`src/rtl/dht_access_sched.sv`:
```
// DHT11 access scheduler: read spacing, response timeout and
// a cached last reading that answers repeat requests while fresh.
module dht_access_sched #(
  parameter int unsigned MIN_INTERVAL = 100000000,
  parameter int unsigned MAX_AGE      = 100000000,
  parameter int unsigned TIMEOUT      = 2500000,
  parameter int unsigned CNT_W        = 32
) (
  input  logic        i_Clock,
  input  logic        i_Reset_n,
  input  logic        i_Req_Start,
  input  logic [31:0] i_Dth_Data,
  input  logic        i_Dth_Done,
  input  logic        i_Dth_Error,
  output logic        o_Dth_Start,
  output logic [31:0] o_Req_Data,
  output logic        o_Req_Done,
  output logic        o_Req_Error,
  output logic        o_Busy,
  output logic        o_Cache_Valid
);

  typedef enum logic [2:0] {
    IDLE,
    CHECK,
    WAIT_GAP,
    START,
    WAIT_SENSOR,
    RESP_OK,
    RESP_ERR,
    HOLD
  } state_t;

  localparam logic [CNT_W-1:0] GAP_MAX = CNT_W'(MIN_INTERVAL);
  localparam logic [CNT_W-1:0] AGE_MAX = CNT_W'(MAX_AGE);
  localparam logic [CNT_W-1:0] TO_MAX  = CNT_W'(TIMEOUT);
  localparam logic [CNT_W-1:0] TO_LAST = CNT_W'(TIMEOUT - 1);

  state_t state;
  state_t state_nxt;

  logic [CNT_W-1:0] gap_cnt;
  logic [CNT_W-1:0] age_cnt;
  logic [CNT_W-1:0] to_cnt;
  logic             cache_valid;

  logic fresh;
  logic gap_ok;
  logic fail;
  logic capture;
  logic abort;

  assign fresh   = cache_valid && (age_cnt < AGE_MAX);
  assign gap_ok  = gap_cnt >= GAP_MAX;
  assign fail    = i_Dth_Error || (to_cnt >= TO_LAST);
  assign capture = (state == WAIT_SENSOR) && i_Dth_Done;
  assign abort   = (state == WAIT_SENSOR) && !i_Dth_Done && fail;

  assign o_Busy        = (state != IDLE);
  assign o_Cache_Valid = cache_valid;

  // Next-state decode; a dropped request abandons only pre-start states
  always_comb begin
    state_nxt = state;
    unique case (state)
      IDLE: begin
        if (i_Req_Start) state_nxt = CHECK;
      end
      CHECK: begin
        if (!i_Req_Start)  state_nxt = IDLE;
        else if (fresh)    state_nxt = RESP_OK;
        else if (gap_ok)   state_nxt = START;
        else               state_nxt = WAIT_GAP;
      end
      WAIT_GAP: begin
        if (!i_Req_Start)  state_nxt = IDLE;
        else if (gap_ok)   state_nxt = START;
      end
      START: begin
        state_nxt = WAIT_SENSOR;
      end
      WAIT_SENSOR: begin
        if (i_Dth_Done)
          state_nxt = i_Req_Start ? RESP_OK : IDLE;
        else if (fail)
          state_nxt = i_Req_Start ? RESP_ERR : IDLE;
      end
      RESP_OK: begin
        state_nxt = HOLD;
      end
      RESP_ERR: begin
        state_nxt = HOLD;
      end
      HOLD: begin
        if (!i_Req_Start) state_nxt = IDLE;
      end
      default: begin
        state_nxt = IDLE;
      end
    endcase
  end

  // State register
  always_ff @(posedge i_Clock) begin
    if (!i_Reset_n) state <= IDLE;
    else            state <= state_nxt;
  end

  // Saturating spacing, cache-age and response-timeout counters
  always_ff @(posedge i_Clock) begin
    if (!i_Reset_n) begin
      gap_cnt <= '0;
      age_cnt <= '0;
      to_cnt  <= '0;
    end else begin
      if (state == START)
        gap_cnt <= '0;
      else if (gap_cnt < GAP_MAX)
        gap_cnt <= gap_cnt + 1'b1;

      if (capture)
        age_cnt <= '0;
      else if (age_cnt < AGE_MAX)
        age_cnt <= age_cnt + 1'b1;

      if (state == START)
        to_cnt <= '0;
      else if (state == WAIT_SENSOR && to_cnt < TO_MAX)
        to_cnt <= to_cnt + 1'b1;
    end
  end

  // Registered outputs and cache contents
  always_ff @(posedge i_Clock) begin
    if (!i_Reset_n) begin
      o_Dth_Start <= 1'b0;
      o_Req_Data  <= '0;
      o_Req_Done  <= 1'b0;
      o_Req_Error <= 1'b0;
      cache_valid <= 1'b0;
    end else begin
      o_Dth_Start <= (state_nxt == WAIT_SENSOR);
      o_Req_Done  <= (state == RESP_OK);
      o_Req_Error <= (state == RESP_ERR);
      if (capture) begin
        o_Req_Data  <= i_Dth_Data;
        cache_valid <= 1'b1;
      end else if (abort) begin
        cache_valid <= 1'b0;
      end
    end
  end

endmodule
```
`config.mk`:
```
export PLATFORM = sky130hd
export DESIGN_NAME = dht_access_sched
export DESIGN_NICKNAME = d
export VERILOG_FILES = /design/src/rtl/dht_access_sched.sv
export SDC_FILE = /design/constraint.sdc
export NUM_CORES = 1
export LEC_CHECK = 0
export ABC_AREA = 1
export CAP_MARGIN = 20
export CORE_MARGIN = 1
export CORE_UTILIZATION = 45
export CTS_BUF_LIST = sky130_fd_sc_hd__clkbuf_8
export DETAILED_ROUTE_END_ITERATION = 8
export PLACE_DENSITY = 0.74
export SLEW_MARGIN = 20
export SYNTH_ARGS = -nofsm -noshare
export SYNTH_HDL_FRONTEND = slang
export SYNTH_SLANG_ARGS = --single-unit
```
`constraint.sdc`:
```
create_clock -name i_Clock -period 3.4 [get_ports i_Clock]
set_clock_uncertainty 0.05 [all_clocks]
set_input_delay 1.02 -clock i_Clock [delete_from_list [all_inputs] [get_ports i_Clock]]
set_output_delay 1.02 -clock i_Clock [all_outputs]
set_load 0.01 [all_outputs]
```
==> PnR_summary.wiki <==
{| class="wikitable"
! Metric !! Value
|-
| Total half-perimeter wirelength after legalization and detailed placement || 10690 µm
|-
| Total clock buffers created by CTS || 17
|-
| Setup Viol. Count Final || 0
|-
| Post-layout utilization of the core || 55.12%
|-
| Aggregate negative setup slack || 0 ns
|-
| Via count of the first global-routing pass || 5798
|-
| Hold-fix buffers at CTS || 0
|-
| Avg WL per Cell || 11.92 µm
|-
| Count of inserted antenna diode cells || 0
|-
| Antenna violations before repair || 0
|-
| LEAKAGE || 0.002883 µW
|-
| Die span in x || 125.2 µm
|-
| TritonCTS clock tree || done
|-
| Non-Filler Instances || 1272
|-
| Data required time of the critical path || 2.33 ns
|-
| Critical-path maximum fanout || 6
|-
| Number of core rows || 44
|-
| Final Total Pwr || 3040 µW
|-
| Startpoint-to-endpoint class of the critical path || flop to output port
|-
| Yosys warning total || 0
|-
| Post-Synthesis Net Count || 1046
|-
| Net count of the finished layout || 1116
|-
| Die outline area || 15660 µm²
|-
| Fill count || 1435
|-
| Number of port buffers || 73
|-
| First-pass GRT wire length || 26360 µm
|-
| Number of pins exceeding their max-slew limit in the final report || 0
|-
| Mean instance size in the synthesized netlist || 6.791 µm²
|-
| Routed wire length on met3 || 860 µm
|-
| Fraction of layout cells with a size suffix above 1 || 7.629%
|-
| Clock latency on the worst-skew pair || 0.45 ns
|-
| Slew at the pin closest to its max-slew limit || 0.6360 ns
|-
| Gate count after technology mapping || 1005
|-
| Remaining global-route overflow || 0
|-
| R2R depth || 12
|-
| Highest metal used || met4
|-
| Routability congestion estimate from global placement || 0.8921
|-
| Crit share post-route || 81.73%
|-
| Pre-CTS setup slack || 0.7480 ns
|-
| Count of buffers added by post-CTS timing repair for setup || 0
|-
| Inst Count DP || 1240
|-
| Power per Cell Area || 376.6 nW/µm²
|-
| Worst setup EP type || output port
|-
| Post-synthesis instance area || 6825 µm²
|-
| Initial Utilization || 46.61%
|-
| Overall routing resource usage || 20.52%
|-
| Final period demand of the worst path || 2.779 ns
|-
| Path category of the worst min-delay check || flop to flop
|-
| Total wire length || 15160 µm
|-
| Number of flip-flops and latches in the synthesized netlist || 135
|-
| Worst hold path cell count || 2
|-
| Core area || 14640 µm²
|-
| VDD IR-drop max || 0.0002356 V
|-
| Via Count || 6359
|-
| Maximum number of pins on one net before global-route repair || 39
|-
| Number of search-and-repair iterations in the first detailed-routing pass || 5
|-
| Growth of design area from synthesis to finish || 18.26%
|-
| H-tree depth || 4
|-
| DR vias/cell || 4.999
|-
| CTS Root Cell || sky130_fd_sc_hd__clkbuf_8
|-
| Antenna-violating nets left || 0
|-
| WL met1 || 7216 µm
|-
| DRC violations left || 0
|-
| I/O pin count || 74
|-
| Achievable clock frequency || 359.9 MHz
|-
| Resize count post-CTS || 0
|-
| Maximum buffer depth of the clock tree || 2
|-
| Sequential area share after synthesis || 39.60%
|-
| Reported max-cap violation count || 0
|-
| Kind of start point of the critical path || flop
|-
| Data arrival, critical path || 1.71 ns
|-
| Clock tree sinks || 135
|-
| Number of distinct standard cells referenced by the synthesized netlist || 39
|-
| Clk pin slew, worst setup/hold paths || 0.08 ns
|-
| Met2 Wirelength || 6800 µm
|-
| Outcome || finished, final reports clean
|-
| Detailed router's first-iteration violation count || 368
|-
| Rel. slew slack || 57.21%
|-
| Height of the chip || 125.2 µm
|-
| Worst Slack Setup Final || 0.6212 ns
|-
| Count of endpoints failing hold in the final timing report || 0
|-
| Unrepaired setup endpoints after global routing || no
|}
-- power breakdown --
group	switching, µW	total, µW	internal [µW]	leakage, µW
clock network	658	1310	651	0.000180
registers	8.58	1600	1590	0.00109
logic	69.8	133	63.5	0.00161
-- metal layers --
layer | up-vias | GRT usage, %
met4 | 0 | 8.895
li1 | 3364 | -
met3 | 23 | 4.750
met1 | 2823 | 26.31
met2 | 149 | 33.03
met5 | - | 0
-- stage by stage --
step / hold slack [ns] / cell area (µm²)
floorplan: 0.3655 / 6825
global placement: 0.3738 / 7682
global route: 0.4098 / 8071
CTS: 0.3890 / 8071
finish: 0.3864 / 8071
detailed placement: 0.3769 / 7682
-- cell families (layout without fill, tap and decap cells) --
| family | after synthesis | after routing | share of synthesized area, % |
|---|---|---|---|
| XOR/XNOR | 28 | 28 | 3.593 |
| AND/OR/NAND/NOR | 544 | 544 | 36.02 |
| AO/OA/AOI/OAI | 147 | 147 | 11.09 |
| buffers and inverters | 147 | 230 | 8.964 |
| flip-flops | 135 | 135 | 39.60 |
| adder cells (fa/ha/maj) | 4 | 4 | 0.7333 |
-- cells in the final DEF (no fill, tap or decap), types with 3 or more instances in the layout --
master                            synthesis  final
sky130_fd_sc_hd__inv_6                    1      3
sky130_fd_sc_hd__xor2_1                  17     17
sky130_fd_sc_hd__clkinv_2                 0      3
sky130_fd_sc_hd__and3_1                   3      3
sky130_fd_sc_hd__nor4_1                   5      5
sky130_fd_sc_hd__dfxtp_1                135    135
sky130_fd_sc_hd__nor3_2                   3      3
sky130_fd_sc_hd__ha_1                     4      4
sky130_fd_sc_hd__o21a_1                   5      5
sky130_fd_sc_hd__nor3_1                  30     30
sky130_fd_sc_hd__nor2_4                   3      3
sky130_fd_sc_hd__nand3_1                 52     52
sky130_fd_sc_hd__buf_4                    7      4
sky130_fd_sc_hd__clkinvlp_4               0      6
sky130_fd_sc_hd__nand2_2                  8      8
sky130_fd_sc_hd__inv_2                    5      5
sky130_fd_sc_hd__clkbuf_8                 0     17
sky130_fd_sc_hd__inv_1                  113    113
sky130_fd_sc_hd__nand4_1                 24     24
sky130_fd_sc_hd__nor2_1                 120    120
sky130_fd_sc_hd__nand2_1                268    268
sky130_fd_sc_hd__nand2_4                  3      3
sky130_fd_sc_hd__o21ai_0                 33     33
sky130_fd_sc_hd__nand3_2                  3      3
sky130_fd_sc_hd__a21oi_1                 99     99
sky130_fd_sc_hd__clkdlybuf4s50_1          0     73
sky130_fd_sc_hd__xnor2_1                 11     11
sky130_fd_sc_hd__o21ai_1                  5      5
sky130_fd_sc_hd__nor2_2                  11     11
sky130_fd_sc_hd__nor3_4                   3      3
sky130_fd_sc_hd__a31oi_1                  3      3
-- critical path, cell delays in order (launching register included) --
cell and delay (ns):
sky130_fd_sc_hd__dfxtp_1 0.36, sky130_fd_sc_hd__nor2_1 0.29, sky130_fd_sc_hd__nand2_1 0.10, sky130_fd_sc_hd__clkdlybuf4s50_1 0.51
-- worst paths after layout --
check                                               from                       end  slack (ns)
worst max register to register  age_cnt[15]$_SDFFE_PP0N_  age_cnt[19]$_SDFFE_PP0N_        1.47
worst max-delay path                 state[0]$_SDFF_PN0_                    o_Busy        0.62
worst min-delay path             to_cnt[30]$_SDFFE_PP0P_   to_cnt[30]$_SDFFE_PP0P_        0.39
worst min register to register   to_cnt[30]$_SDFFE_PP0P_   to_cnt[30]$_SDFFE_PP0P_        0.39
-- synth_stat cells, drive strengths merged --
| cell type | instances | share of area, % |
|---|---|---|
| nand2 | 279 | 16 |
| dfxtp | 135 | 40 |
| nor2 | 135 | 8.4 |
| inv | 120 | 6.7 |
| a21oi | 99 | 7.3 |
| nand3 | 56 | 4.5 |
| o21ai | 38 | 2.8 |
| nor3 | 36 | 3.4 |
| nand4 | 24 | 2.2 |
| xor2 | 17 | 2.2 |
| clkbuf | 14 | 0.77 |
| buf | 13 | 1.5 |
| xnor2 | 11 | 1.4 |
| nor4 | 6 | 0.64 |
| o21a | 5 | 0.55 |
| ha | 4 | 0.73 |
| a31oi | 3 | 0.28 |
| and3 | 3 | 0.28 |
| nand3b | 3 | 0.38 |
| nor3b | 2 | 0.29 |
| o21bai | 2 | 0.22 |
-- layout make-up --
cell class / count / area (µm²) / share of cell area (%)
Clock buffer: 17 / 234.0 / 2.899
Clock inverter: 15 / 155.1 / 1.922
Inverter: 120 / 457.9 / 5.674
Multi-Input combinational cell: 723 / 3511 / 43.50
Sequential cell: 135 / 2703 / 33.48
Tap cell: 184 / 230.2 / 2.852
Timing Repair Buffer: 78 / 780.7 / 9.673
-- state kept, by name (all words and copies together), names as in the netlist --
register	count
state	3
age_cnt	32
o_Req_Data	32
o_Dth_Start	1
o_Cache_Valid	1
o_Req_Done	1
to_cnt	32
o_Req_Error	1
gap_cnt	32
Note: power is estimated with default switching activity, not from simulation.
